`config.mk`:
```
export PLATFORM = sky130hd
export DESIGN_NAME = mult_seq_ctrl
export DESIGN_NICKNAME = d
export VERILOG_FILES = /design/src/rtl/mult_seq_ctrl.sv
export SDC_FILE = /design/constraint.sdc
export NUM_CORES = 1
export LEC_CHECK = 0
export ABC_CLOCK_PERIOD_IN_PS = 3300
export CAP_MARGIN = 20
export CORE_MARGIN = 2
export CORE_UTILIZATION = 25
export DETAILED_ROUTE_END_ITERATION = 16
export GPL_ROUTABILITY_DRIVEN = 0
export SLEW_MARGIN = 10
export SYNTH_ARGS = -nofsm -noshare
export SYNTH_HDL_FRONTEND = slang
export SYNTH_SLANG_ARGS = --single-unit
export TNS_END_PERCENT = 1
```
`constraint.sdc`:
```
create_clock -name i_clk -period 3.3 [get_ports i_clk]
set_input_delay 0.66 -clock i_clk [delete_from_list [all_inputs] [get_ports i_clk]]
set_output_delay 0.66 -clock i_clk [all_outputs]
set_load 0.005 [all_outputs]
```
`src/rtl/mult_seq_ctrl.sv`:
```
// Iterative shift-and-add multiplier sharing one N_BITS adder over N_BITS cycles.
// Optional MULT_SEQ_EARLY_TERM_EN finishes as soon as no multiplier bits remain.
module mult_seq_ctrl #(
    parameter int N_BITS = 4
) (
    input  logic                  i_clk,
    input  logic                  i_rst_n,
    input  logic                  i_valid,
    output logic                  o_ready,
    input  logic [N_BITS-1:0]     i_a,
    input  logic [N_BITS-1:0]     i_b,
    output logic                  o_valid,
    input  logic                  i_ready,
    output logic [2*N_BITS-1:0]   o_mult,
    output logic                  o_busy
);

    localparam int CW = $clog2(N_BITS + 1);

    typedef enum logic [1:0] {
        IDLE = 2'd0,
        CALC = 2'd1,
        DONE = 2'd2
    } state_t;

    state_t                state_q, state_d;
    logic [N_BITS-1:0]     mcand_q, mcand_d;
    logic [2*N_BITS-1:0]   acc_q, acc_d;
    logic [CW-1:0]         cnt_q, cnt_d;
    logic [2*N_BITS-1:0]   mult_q, mult_d;

    logic [N_BITS:0]       sum_c;
    logic [2*N_BITS-1:0]   acc_step;

    assign sum_c = {1'b0, acc_q[2*N_BITS-1:N_BITS]}
                 + (acc_q[0] ? {1'b0, mcand_q} : '0);
    assign acc_step = {sum_c, acc_q[N_BITS-1:1]};

`ifdef MULT_SEQ_EARLY_TERM_EN
    logic [N_BITS-1:0]     ones;
    logic [N_BITS-1:0]     rem_bits;
    logic [CW-1:0]         sh;
    logic [2*N_BITS-1:0]   acc_flush;

    // Low bits not yet consumed are the remaining multiplier bits.
    assign ones      = '1;
    assign rem_bits  = acc_q[N_BITS-1:0] & (ones >> cnt_q);
    assign sh        = CW'(N_BITS) - cnt_q;
    assign acc_flush = acc_q >> sh;
`endif

    always_comb begin
        state_d = state_q;
        mcand_d = mcand_q;
        acc_d   = acc_q;
        cnt_d   = cnt_q;
        mult_d  = mult_q;
        unique case (state_q)
            IDLE: begin
                if (i_valid) begin
                    mcand_d = i_a;
                    acc_d   = {{N_BITS{1'b0}}, i_b};
                    cnt_d   = '0;
                    state_d = CALC;
                end
            end
            CALC: begin
`ifdef MULT_SEQ_EARLY_TERM_EN
                if (rem_bits == '0) begin
                    acc_d   = acc_flush;
                    mult_d  = acc_flush;
                    state_d = DONE;
                end else begin
                    acc_d = acc_step;
                    cnt_d = cnt_q + 1'b1;
                    if (cnt_q == CW'(N_BITS - 1)) begin
                        mult_d  = acc_step;
                        state_d = DONE;
                    end
                end
`else
                acc_d = acc_step;
                cnt_d = cnt_q + 1'b1;
                if (cnt_q == CW'(N_BITS - 1)) begin
                    mult_d  = acc_step;
                    state_d = DONE;
                end
`endif
            end
            DONE: begin
                if (i_ready) begin
                    state_d = IDLE;
                end
            end
            default: state_d = IDLE;
        endcase
    end

    always_ff @(posedge i_clk or negedge i_rst_n) begin
        if (!i_rst_n) begin
            state_q <= IDLE;
            mcand_q <= '0;
            acc_q   <= '0;
            cnt_q   <= '0;
            mult_q  <= '0;
        end else begin
            state_q <= state_d;
            mcand_q <= mcand_d;
            acc_q   <= acc_d;
            cnt_q   <= cnt_d;
            mult_q  <= mult_d;
        end
    end

    // Product lives in its own register so reloading acc never disturbs it.
    assign o_ready = (state_q == IDLE);
    assign o_busy  = (state_q == CALC);
    assign o_valid = (state_q == DONE);
    assign o_mult  = mult_q;

endmodule

```
* Yosys cells after proc, flatten, opt, wreduce, memory -nomap -nowiden
Index checks and enable logic that the tools add are counted.
Operators by class: reductions and logical operators 6, eq/ne operators 6, muxes and demuxes 9, add/subtract/negate cells 2
Operators with widths (count):
- case mux 8 bit (2 select lines) | 1
- 2-to-1 mux 8 bit | 1
- 2-to-1 mux 2 bit | 3
- case mux 2 bit (3 select lines) | 1
- case mux 3 bit (2 select lines) | 1
- AND reduction 2 bit | 3
- adder 4 x 4 -> 5 bit | 1
- 2-to-1 mux 4 bit | 1
- != test 2 x 1 -> 1 bit (second input constant) | 2
- adder 3 x 1 -> 3 bit (second input constant) | 1
- equality test 3 x 2 -> 1 bit (second input constant) | 1
- 2-to-1 mux 3 bit | 1
- AND reduction 3 bit | 1
- equality test 2 x 1 -> 1 bit (second input constant) | 1
- equality test 2 bit (second input constant) | 1
- zero test 2 bit | 1
- != test 2 bit (second input constant) | 1
- nonzero test 2 bit | 1
Storage, ports and cells: register bits 25, output and inout port bits 11

* Longest topological paths before layout
Gate-level depths: netlist (run 1).
depth after elaboration 3, mapped depth 6, mapped depth without buffers 6

* Worst setup path before layout (run 1)
Ideal clock, no wire load.
path kind register to register, start point reg acc_q[0], end point reg mult_q[7] (netlist: o_mult[7]), clock period less this slack 1.692 ns, cell stages (with the launch flop) 7, path buffers 0, path slack 1.608 ns, data required time 3.169 ns, arrival 1.561 ns, cell sequence dfrtp_1 and2_1 ha_1 fa_1 a21o_1 a21oi_1 o21ai_0
Between the ends: cells in the longest elaborated chain, start to end 2
RTL lines:
- start, declared | RTL line 28 | logic [2*N_BITS-1:0] acc_q, acc_d;
- start signal, assigned | RTL line 103 | acc_q <= '0;
- start signal, assigned | RTL line 109 | acc_q <= acc_d;
- 2-to-1 mux 4 bit | RTL line 36 | + (acc_q[0] ? {1'b0, mcand_q} : '0);
- adder 4 x 4 -> 5 bit | RTL line 36
- end signal, assigned | RTL line 111 | mult_q <= mult_d;
- end, declared | RTL line 30 | logic [2*N_BITS-1:0] mult_q, mult_d;
No other way between the ends. A chain may end at the register's enable or synchronous reset.

* Final worst setup path (run 1)
start point reg state_q[1], end point out o_busy
Between the ends: cells in the longest elaborated chain, start to end 1
RTL lines:
- start, declared | RTL line 26 | state_t state_q, state_d;
- start signal, assigned | RTL line 107 | state_q <= state_d;
- equality test 2 x 1 -> 1 bit | RTL line 117 | assign o_busy = (state_q == CALC);
- end, declared | RTL line 15 | output logic o_busy
No other way between the ends.

==> run metrics, run 1 <==
outcome=finished clean; Die Area=between 5000 and 6000 µm²; largest net degree at the start of global routing=26; Final WS setup=1120 ps; Inserted Diodes=0; Final Hold Viols=0; Die Wd=around 74 µm; vias in the first global route=856; Netlist cell types=28; Reg area=626 µm²; CP Data Arrival Time=1520 ps; Port-buffer cells=22; row cnt=25; worst ir drop on vdd=231 µV; GR Util All Layers=9.10%; ANT nets after route=0; worst-case clock buffer depth=2; R2R Path End=o_mult[7]$_DFFE_PN0P_; I/O Pins=23; Clk pin slew, worst setup/hold paths=approximately 90 ps; Worst Min Path Start=mcand_q[0]$_DFFE_PN0P_; CTS sink cnt=25; final setup vio count=0; fmax=approximately 0.46 GHz; ys async rst share=100%; GRT Residual Overflow=0; Worst Tran Pin Value=roughly 610 ps; MaxCap Viol Count=0; pwr dens=904 nW/µm²; Initial Util=25.9%; clk_skew=~3.8 ps; worst hold endpoint=mcand_q[0]$_DFFE_PN0P_; unrepaired setup endpoints after global routing=false; syn nets=133; first-pass detailed-route iteration total=4; crit-path leading delay family=buffers and inverters; CP cell instances=nand2b_1 -> inv_1 -> clkdlybuf4s50_1; Multi-input gate area=539 µm²; Filler Cells Inserted=roughly 470; share of layout cells above drive strength 1=13.9%; Hold Crit Class=flip-flop to flip-flop; Hold Path Stages=2; average via count per standard cell=4.31; number of gates resized after CTS=0; Placeable Area=around 4700 µm²; Reg-to-Reg Start=acc_q[0]$_DFFE_PN0P_; vias post-DR=879; Post-synth EDFFs=0; leakage=0.693 nW; Slew Viols, Final=0; most frequent cells in the layout=nand2_1 (27), dfrtp_1 (25), clkdlybuf4s50_1 (22); Layout area overhead=26.0%; cts hold-fix bufs=0; critical path required time=2640 ps; initial drt markers=46; # nets final=157; critical path endpoint category=primary output; YS warnings=0; Hold Slack=477 ps; first-pass GRT wire length=3860 µm; Worst slew margin=59.5%; pre-CTS setup slack=about 1100 ps; total setup buffers inserted after CTS=0; final wirelength=roughly 2300 µm; Seq/Total Area, Yosys=51.2%; commonest non-fill, non-tap cell in the layout=nand2_1; detailed placement HPWL=1780 µm; CTS tree=built; Startpoint Class=flip-flop; initial antenna violation count=0; Syn Area/Cell=approximately 11 µm²; worst path bufs/invs=2; Fin Setup TNS=0 ps; Root Driver=clkbuf_8; Num CTS Buffers=3; synthesized flop and latch total=25; Reg2Reg Depth=6; # DRC=0; Post-Layout Cell Count=204; Die Y=73.9 µm; shortest period the worst path allows=2180 ps; Max stage delay on crit path=510 ps; dpl cells=200; Final Cycle Share=between 60% and 70%; Synth Cell Area=1220 µm²; Crit Path Class=flip-flop to primary output; routed len/inst=11.3 µm; H-tree depth=1; Clk Latency, worst-skew pair=260 ps; Synth Flop Type=dfrtp_1; FF-to-FF setup slack=1410 ps; Post-Syn Instances=114; CP max-delay cell=clkdlybuf4s50_1; Max FO, Critical Path=6
==> synthesized netlist by cell type (2+ instances only) <==
master,instances,share of area (%)
nand2_1,27,8.3
dfrtp_1,25,51
ha_1,6,6.1
o21ai_0,6,2.5
mux2_2,5,4.6
nand3_2,5,4.1
nor2_1,5,1.5
a31oi_1,4,2.0
and2_1,4,2.0
buf_2,3,1.2
inv_1,3,0.92
nand3_1,3,1.2
a21oi_1,2,0.82
o21ai_2,2,1.4
==> worst max path at each step <==
stage	depth (start not counted)	from	endpoint
floorplan	6	acc_q[0]$_DFFE_PN0P_	o_mult[7]$_DFFE_PN0P_
global placement	4	i_valid	cnt_q[0]$_DFFE_PN0P_
detailed placement	4	i_valid	acc_q[5]$_DFFE_PN0P_
CTS	3	state_q[1]$_DFFE_PN0P_	o_busy
global route	3	state_q[1]$_DFFE_PN0P_	o_busy
finish	3	state_q[1]$_DFFE_PN0P_	o_busy
==> flip-flops by register name, summed over array words and instances (netlist names) <==
name     count
acc_q        8
cnt_q        3
mcand_q      4
o_mult       8
state_q      2
==> per-stage QoR <==
step / cell area [µm²] / power (mW) / util (%)
2_1_floorplan: 1220 / 1.00 / -
3_3_place_gp: 1500 / 1.20 / 31.7
3_5_place_dp: 1500 / 1.23 / 31.7
4_1_cts: 1540 / 1.42 / 32.6
5_1_grt: 1540 / 1.52 / 32.6
6_report: 1540 / 1.39 / 32.6
==> metal layers <==
layer  vias up  global-route usage, %  part of all wire, %
li1        429                      -                    -
met1       435                   11.0                   45
met2        15                   16.2                   53
met3         0                   1.65                  2.3
met4         0                   3.03                    0
met5         -                      0                    0
==> cells by family after synthesis <==
| logic type | Yosys count | share of synthesized area [%] |
|---|---|---|
| adders and majority gates | 7 | 7.78 |
| xor gates and xnor gates | 1 | 0.717 |
| and+or+nand+nor | 50 | 21.4 |
| buffers and inverters | 8 | 4.71 |
| muxes | 5 | 4.61 |
| DFF | 25 | 51.2 |
| AOI/OAI and AO/OA | 18 | 9.62 |
==> final cells by class <==
cell class              instances  area share (%)
multi-input cells              81            35.0
repair buffers                 24            15.3
well taps                      67            5.44
clock buffers                   4            2.92
inverters                       3           0.731
flip-flops and latches         25            40.6
==> power breakdown <==
part | switching (mW) | internal (mW) | total (mW)
registers | 0.0993 | 0.452 | 0.551
clock network | 0.0936 | 0.0863 | 0.180
logic | 0.325 | 0.337 | 0.662
==> worst register-to-register path: cells and delay by family, from the launching register on <==
| family | cells | cell delay, ps |
|---|---|---|
| simple gates | 1 | 160 |
| flops | 1 | 420 |
| fa+ha+maj | 2 | 620 |
| compound gates | 3 | 560 |
No activity file was read; power rests on OpenSTA's default activity.
==> run 2: changes to the inputs <==
Settings changed: ABC_CLOCK_PERIOD_IN_PS 3300 to 1900.
Clock period 3.3 ns to 1.9 ns, I/O delays scaled along.
==> run 2 against run 1 <==
  * Cell area increased by 2.0%
  * Largest power group unchanged
  * Critical path depth unchanged
  * Sequential power increased by 74%
  * Sequential share of layout area decreased by 0.65 points
  * Setup slack got worse by 1100 ps
  * Clock power increased by 78%
  * Critical path type unchanged
  * Worst hold slack got worse by 17 ps
  * Global-route usage increased by 0.90 points
==> run metrics, run 2 (synthesis gave the netlist of run 1 again) <==
Hold Slack=460 ps (-17.3 ps); initial antenna violation count=0 (unchanged); shortest period the worst path allows=1860 ps; Hold Crit Class=input port to async pin; # nets final=160 (+1.9%); CP Data Arrival Time=1480 ps (-40 ps); first-pass detailed-route iteration total=3 (-1); Num CTS Buffers=3 (unchanged); Clk pin slew, worst setup/hold paths=90 ps (about the same); Crit Path Class=flip-flop to primary output; Initial Util=25.9% (unchanged); Root Driver=clkbuf_8; Clk Latency, worst-skew pair=270 ps (about the same); row cnt=25 (unchanged); cell area after layout=1570 µm² (+2.0%); total setup buffers inserted after CTS=0 (unchanged); first-pass GRT wire length=4150 µm (+7.3%); worst ir drop on vdd=404 µV (+75%); MaxCap Viol Count=0 (unchanged); CTS tree=built; clk_skew=5.78 ps (+1.97 ps); GR Util All Layers=10.0% (+0.90 points); Startpoint Class=flip-flop; detailed placement HPWL=1880 µm (+5.7%); largest net degree at the start of global routing=26 (unchanged); critical path required time=1520 ps (-1120 ps); vias in the first global route=964 (+13%); initial drt markers=39 (-15%); Die Y=73.9 µm (unchanged); routed len/inst=11.6 µm (+2.6%); leakage=0.723 nW (+4.2%); ANT nets after route=0 (unchanged); Die Area=5460 µm² (unchanged); GRT Residual Overflow=0 (unchanged); Worst slew margin=74.3% (+15 points); commonest non-fill, non-tap cell in the layout=nand2_1; Port-buffer cells=22 (unchanged); outcome=finished clean; Slew Viols, Final=0 (unchanged); worst-case clock buffer depth=2 (unchanged); Post-Layout Cell Count=207 (+1.5%); Inserted Diodes=0 (unchanged); Final Hold Viols=0 (unchanged); unrepaired setup endpoints after global routing=true; Placeable Area=4720 µm² (unchanged); pwr dens=1580 nW/µm² (+75%); share of layout cells above drive strength 1=18.6% (+4.7 points); I/O Pins=23 (unchanged); Max FO, Critical Path=6 (unchanged); Die Wd=73.9 µm (unchanged); critical path endpoint category=primary output; Final WS setup=41.9 ps (-1070 ps); placed inst area=1520 µm² (+1.5%); Final Cycle Share=between 90% and 100%; dpl cells=203 (+1.5%); Design Power=2.48 mW (+78%); most frequent cells in the layout=nand2_1 (27), dfrtp_1 (23), clkdlybuf4s50_1 (21); # DRC=0 (unchanged); CTS sink cnt=25 (unchanged); final wirelength=2400 µm (+4.1%); vias post-DR=885 (+0.68%); fmax=0.538 GHz; H-tree depth=1 (unchanged); pre-CTS setup slack=79.3 ps (-1040 ps); average via count per standard cell=4.28 (-0.78%); Worst Tran Pin Value=382 ps (-227 ps); final setup vio count=0 (unchanged); Layout area overhead=28.6%
[run 2: cell type report]
class	count	area (µm²)
inverter	3	11.3
clock buffer	4	45.0
tap	67	83.8
multi-input combinational	81	543
fill	456	3150
timing repair buffer	27	260
sequential	25	628
[run 2: worst paths after layout]
kind	depth (start not counted)	to	startpoint	slack, ps
worst max register to register	6	o_mult[7]$_DFFE_PN0P_	acc_q[0]$_DFFE_PN0P_	130
worst min-delay path	2	o_mult[5]$_DFFE_PN0P_	i_rst_n	460
min in group i_clk	2	mcand_q[0]$_DFFE_PN0P_	mcand_q[0]$_DFFE_PN0P_	480
worst max-delay path	3	o_busy	state_q[1]$_DFFE_PN0P_	40
worst min register to register	2	mcand_q[0]$_DFFE_PN0P_	mcand_q[0]$_DFFE_PN0P_	480
max in group asynchronous	2	state_q[0]$_DFFE_PN0P_	i_rst_n	1180
[run 2: worst max-delay path, cell delays in order (launching register included)]
cell and delay (ps):
dfrtp_2 450, nand2b_1 170, inv_2 90, clkdlybuf4s50_1 500
[run 2: where the power goes]
group / total [mW] / switching (mW) / leakage [nW] / internal, mW
combinational: 1.21 / 0.593 / 0.394 / 0.615
sequential: 0.957 / 0.168 / 0.306 / 0.789
clock: 0.320 / 0.170 / 0.0228 / 0.150
[run 2: through the flow]
stage | TNS [ps] | util [%]
after floorplan | 0 | -
after global placement | 0 | 32.1
after detailed placement | 0 | 32.1
after CTS | 0 | 33.1
after global routing | -47.5 | 33.3
final | 0 | 33.3
[run 2: repair_timing]
action | CTS | global route
resized for setup | 2 | 3
setup endpoints to repair | 2 | 4
hold buffers | 0 | 0
[run 2: routing by layer]
| layer | wire length [µm] | vias to the layer above | track usage [%] | part of all wire, % |
|---|---|---|---|---|
| met5 | 0 | - | 0 | 0 |
| met4 | 49 | 0 | 4.85 | 2.0 |
| met3 | 48 | 5 | 2.06 | 2.0 |
| met2 | 1270 | 12 | 18.8 | 53 |
| met1 | 1020 | 427 | 10.5 | 43 |
| li1 | - | 441 | - | - |
==> RTL change 1: new RTL, flow settings as in run 2 <==
The parameter `N_BITS` goes from 4 to 8.
--- a/src/rtl/mult_seq_ctrl.sv
+++ b/src/rtl/mult_seq_ctrl.sv
@@ -2,5 +2,5 @@
 // Optional MULT_SEQ_EARLY_TERM_EN finishes as soon as no multiplier bits remain.
 module mult_seq_ctrl #(
-    parameter int N_BITS = 4
+    parameter int N_BITS = 8
 ) (
     input  logic                  i_clk,
Ports: changed (resized i_a, i_b and o_mult); port bits go from 23 to 39. The function was not compared with the original's and may differ.
==> RTL change 1 against run 2 <==
  * The run now ends with setup timing left
  * Final area increased by 90%
  * Non-clock buffer count up 26
  * Sequential cell count increased by 21
  * Total power is 120% higher
  * Wire length grew 110%
  * Combinational power rose by 140%
  * Highest routed layer unchanged
  * Area after synthesis rose by 78%
  * Worst setup slack lost 0.15 ns
  * Die area rose by 74%
==> RTL change 1: results (changes against run 2) <==
metric,value,unit,change
result of the run,"finished, violations left",,
violations in the final reports,setup timing,,
maximum buffer depth of the clock tree,2,,unchanged
dominant delay contributor by cell family on the critical path,compound AO/OA/AOI/OAI gates,,
drt first-iter violations,64,,+64%
Placed Cells,367,,+81%
skew final,0.009278,ns,+0.003502 ns
peak ir drop on the vdd network,601.5,uV,+49%
GRT Overall Usage,0.1058,,+0.005847
ratio of cells with drive above 1 in the final layout,0.1710,,-0.01471
Port Buffer Count,38,,+73%
setup slack of the critical path after layout,-0.1055,ns,-0.1474 ns
final count of negative-setup-slack endpoints,8,,+8
vias in the first global route,1696,,+76%
max_slew headroom,0.6340,,-0.1094
CTS Buf Count,5,,+2
nets in the synthesized netlist,249,,+87%
DR pass1 iterations,4,,+1
hpwl dp,3.517,mm,+87%
delay of the slowest critical-path stage,0.42,ns,-0.08 ns
ratio of routed vias to standard cells,4.520,,+5.7%
ys async rst share,1.000,,unchanged
leakage power,1.338,nW,+85%
level count of the clock H-tree,2,,+1
number of nets in the final layout,298,,+86%
Crit path arrival time,2.19,ns,+0.71 ns
cell count after synthesis,219,,+92%
clock latency at the later pin of the worst-skew pair,0.30,ns,+0.03 ns
first-pass GRT wire length,8.300,mm,+100%
Critical Path Slowest Stage Cell,dfrtp_1,,
Post-synth top cells,"46 x dfrtp_1, 46 x nand2_1, 18 x nor2_1",,
number of fill cells,883,,+94%
switching share of power,0.3670,,-0.007746
total wire length after detailed routing,4.955,mm,+110%
Post-Place Worst Slack,-0.09929,ns,-0.1786 ns
share of the yosys chip area belonging to registers,0.5278,,+0.01605
pin count of the biggest net entering global routing,25,,-3.8%
most area-consuming cells after synthesis,"dfrtp_1 53%, nand2_1 7.9%, ha_1 5.2%",,
-- RTL change 1: changes by cell type after synthesis, moves of 4 or more --
cell / delta
dfrtp_1: +21
nand2_1: +19
nor2_1: +13
nand3_1: +10
o21ai_0: +9
o22ai_1: +8
nand3_2: -5
and2_1: +4
clkbuf_1: +4
-- RTL change 1: layout make-up --
cell class                      instances  share of cell area
Clock inverter                          3             0.02302
Sequential cell                        46              0.3855
Multi-Input combinational cell        159              0.3512
Tap cell                              108             0.04521
Timing Repair Buffer                   53              0.1683
Inverter                                3            0.003767
Clock buffer                            5             0.02302
-- RTL change 1: cell families (layout without fill, tap and decap cells) --
group | Yosys count | count (layout) | synth area share
buffers and inverters | 14 | 64 | 0.03384
adder cells (fa/ha/maj) | 10 | 10 | 0.06082
XOR/XNOR | 4 | 4 | 0.01607
AND/OR/NAND/NOR | 96 | 96 | 0.1956
flip-flops | 46 | 46 | 0.5278
AO/OA/AOI/OAI | 40 | 40 | 0.1182
multiplexers | 9 | 9 | 0.04762
-- RTL change 1: metrics by stage --
step	TNS, ns	instance area (um^2)	total power [mW]	hold slack (ns)	util
after floorplan	-0.01061	2183	3.319	0.08441	-
after global placement	-0.5998	2741	4.182	0.4009	0.3190
after detailed placement	-0.6571	2741	4.250	0.3982	0.3190
after CTS	-0.4328	2897	5.177	0.06893	0.3371
after global routing	-1.089	2989	5.940	0.08247	0.3478
final	-0.4349	2989	5.491	0.05396	0.3478
-- RTL change 1: worst paths after layout --
kind / startpoint / end / slack, ns / cells after the start
max in group asynchronous: i_rst_n / acc_q[11] / 1.31 / 2
max: acc_q[0] / o_mult[15] / -0.11 / 7
min in group i_clk: o_mult[2] / o_mult[2] / 0.48 / 2
min: i_rst_n / o_mult[4] / 0.05 / 1
min reg2reg: o_mult[2] / o_mult[2] / 0.48 / 2
max reg2reg: acc_q[0] / o_mult[15] / -0.11 / 7
-- RTL change 1: repair_timing --
item / CTS / global route
pin swaps: 5 / 8
resized for setup: 4 / 15
endpoints found under the setup margin: 11 / 14
buffers inserted: 1 / 1
hold buffers: 0 / 0
-- RTL change 1: power by group through the flow --
stage / clock network (mW) / registers (mW) / logic (mW)
after detailed placement: 0 / 1.75 / 2.50
after floorplan: 0 / 1.71 / 1.61
after CTS: 0.892 / 1.74 / 2.54
after global routing: 0.932 / 1.83 / 3.17
final: 0.869 / 1.76 / 2.86
after global placement: 0 / 1.74 / 2.44
-- RTL change 1: per-layer routing --
layer	global-route usage	wire length [um]	vias to the layer above
met5	0	0	-
met4	0.02244	44	0
met3	0.01942	127	5
met2	0.1666	2395	26
met1	0.1528	2387	823
li1	-	-	850
==> RTL change 2: new RTL, settings of run 2 <==
Made on the original files. Make the reset (`i_rst_n`) synchronous in one clocked block.
--- a/src/rtl/mult_seq_ctrl.sv
+++ b/src/rtl/mult_seq_ctrl.sv
@@ -97,5 +97,5 @@
     end
 
-    always_ff @(posedge i_clk or negedge i_rst_n) begin
+    always_ff @(posedge i_clk) begin
         if (!i_rst_n) begin
             state_q <= IDLE;
Formal check against the unedited RTL: differs if i_rst_n is asserted again (counterexample within 4 cycles, from zero or initial values and one cycle with i_rst_n low); with i_rst_n held inactive, the same outputs for 10 cycles.
==> RTL change 2 against run 2 <==
  * Wire length rose by 5.5%
  * Sequential cell count unchanged
  * Final area is 5.7% lower
  * Non-clock buffer count decreased by 2
  * Area after synthesis fell by 4.4%
  * First-iteration DRC count is 15% lower
  * Global-route usage up 0.39 points
  * Worst setup slack gained 0.035 ns
Power is not compared: it rests on default switching activity, and its combinational part moved more than twofold at a synthesized area within 25%.
==> RTL change 2: results (changes against run 2) <==
metric,value,unit,change
max_slew headroom,0.7335,,-0.009805
result of the run,finished clean,,
"synthesized-area fraction occupied by ao, oa, aoi and oai cells",0.1842,,+0.08794
skew final,0.002893,ns,-0.002883 ns
drt first-iter violations,33,,-15%
Ys Warns,0,,unchanged
area share of fa/ha/maj cells after synthesis,0.08137,,+0.003581
most area-consuming cells after synthesis,"dfxtp_1 43%, nand2_1 8.7%, a21oi_1 6.4%",,
Post-synth top cells,"27 x nand2_1, 25 x dfxtp_1, 15 x a21oi_1",,
Unique masters post-synth,33,,+18%
vias in the first global route,910,,-5.6%
portion of netlist area occupied by mux cells,0.009636,,-0.03642
number of nets in the final layout,176,,+10%
share of the yosys chip area belonging to registers,0.4283,,-0.08351
GRT Overall Usage,0.1039,,+0.003926
Global Route met2 Usage,0.1570,,-0.03052
nets in the synthesized netlist,152,,+14%
worst min-delay path class,reg2reg,,
GRT met3 Usage,0.01389,,-0.006687
wire length per cell after detailed routing,12.15,um,+5.0%
DR pass1 iterations,4,,+1
peak ir drop on the vdd network,236.9,uV,
ys async rst share,0,,-1.000
ratio of cells with drive above 1 in the final layout,0.09615,,-0.08956
Crit path arrival time,1.44,ns,-0.04 ns
global-route met1 utilization,0.1460,,+0.04093
Placed Area,1423,um^2,-6.3%
first-pass GRT wire length,4.257,mm,+2.7%
prevailing post-synth register cell,dfxtp_1,,
pin count of the biggest net entering global routing,16,,-38%
ratio of routed vias to standard cells,4.702,,+10%
Synth Area in XOR/XNOR,0.007495,,+0.0003299
maximum fanout along the worst path,9,,+3
[RTL change 2: cell types whose count changed in the layout (fill, tap and decap cells not counted), sizes merged, moves of 4 or more]
cell and change:
dfxtp +25, mux2 -4, a21oi +13, a31oi -4, dfrtp -25, a311oi +4, o21ai -7, nor2 +5
[RTL change 2: worst paths after layout]
kind	slack (ns)	to	start	cells after the start
max	0.08	o_busy	state_q[1]	3
max reg2reg	0.17	acc_q[7]	acc_q[0]	6
min reg2reg	0.46	mcand_q[0]	mcand_q[0]	2
min	0.46	mcand_q[0]	mcand_q[0]	2
[RTL change 2: cells by family after synthesis]
| group | count (synthesis) |
|---|---|
| fa+ha+maj | 7 |
| simple gates | 57 |
| flops | 25 |
| mux | 1 |
| compound gates | 32 |
| buf+inv | 10 |
| xor+xnor | 1 |
[RTL change 2: critical path, stage by stage (launching register included)]
cell             delay, ns
dfxtp_2               0.36
nand2b_2              0.21
clkinv_4              0.09
clkdlybuf4s50_1       0.51
[RTL change 2: repair_timing]
item	in CTS	in global routing
setup endpoints to repair	1	2
pin swaps	0	0
resized for setup	2	3
[RTL change 2: cell type report]
cell class	instances	area [um^2]
fill	454	2933
sequential	25	503.0
timing repair buffer	25	242.7
inverter	4	20.02
clock inverter	1	7.507
multi-input combinational	98	601.8
clock buffer	3	41.29
tap	52	65.06
[RTL change 2: through the flow]
step / setup slack (ns) / cells
global placement: 0.1169 / 204
floorplan: 0.3154 / 133
global route: 0.005273 / 208
detailed placement: 0.1244 / 204
finish: 0.07701 / 208
CTS: 0.02243 / 208
[RTL change 2: metal layers]
metal	vias to the layer above	wire, um
li1	512	-
met1	438	1317
met2	23	1055
met3	5	104
met4	0	51
met5	-	0
[RTL change 2: power by group]
part | switching (mW) | internal [mW] | leakage [nW]
sequential | 0.0147 | 0.543 | 0.204
combinational | 0.0599 | 0.0581 | 0.351
clock | 0.183 | 0.149 | 0.0217
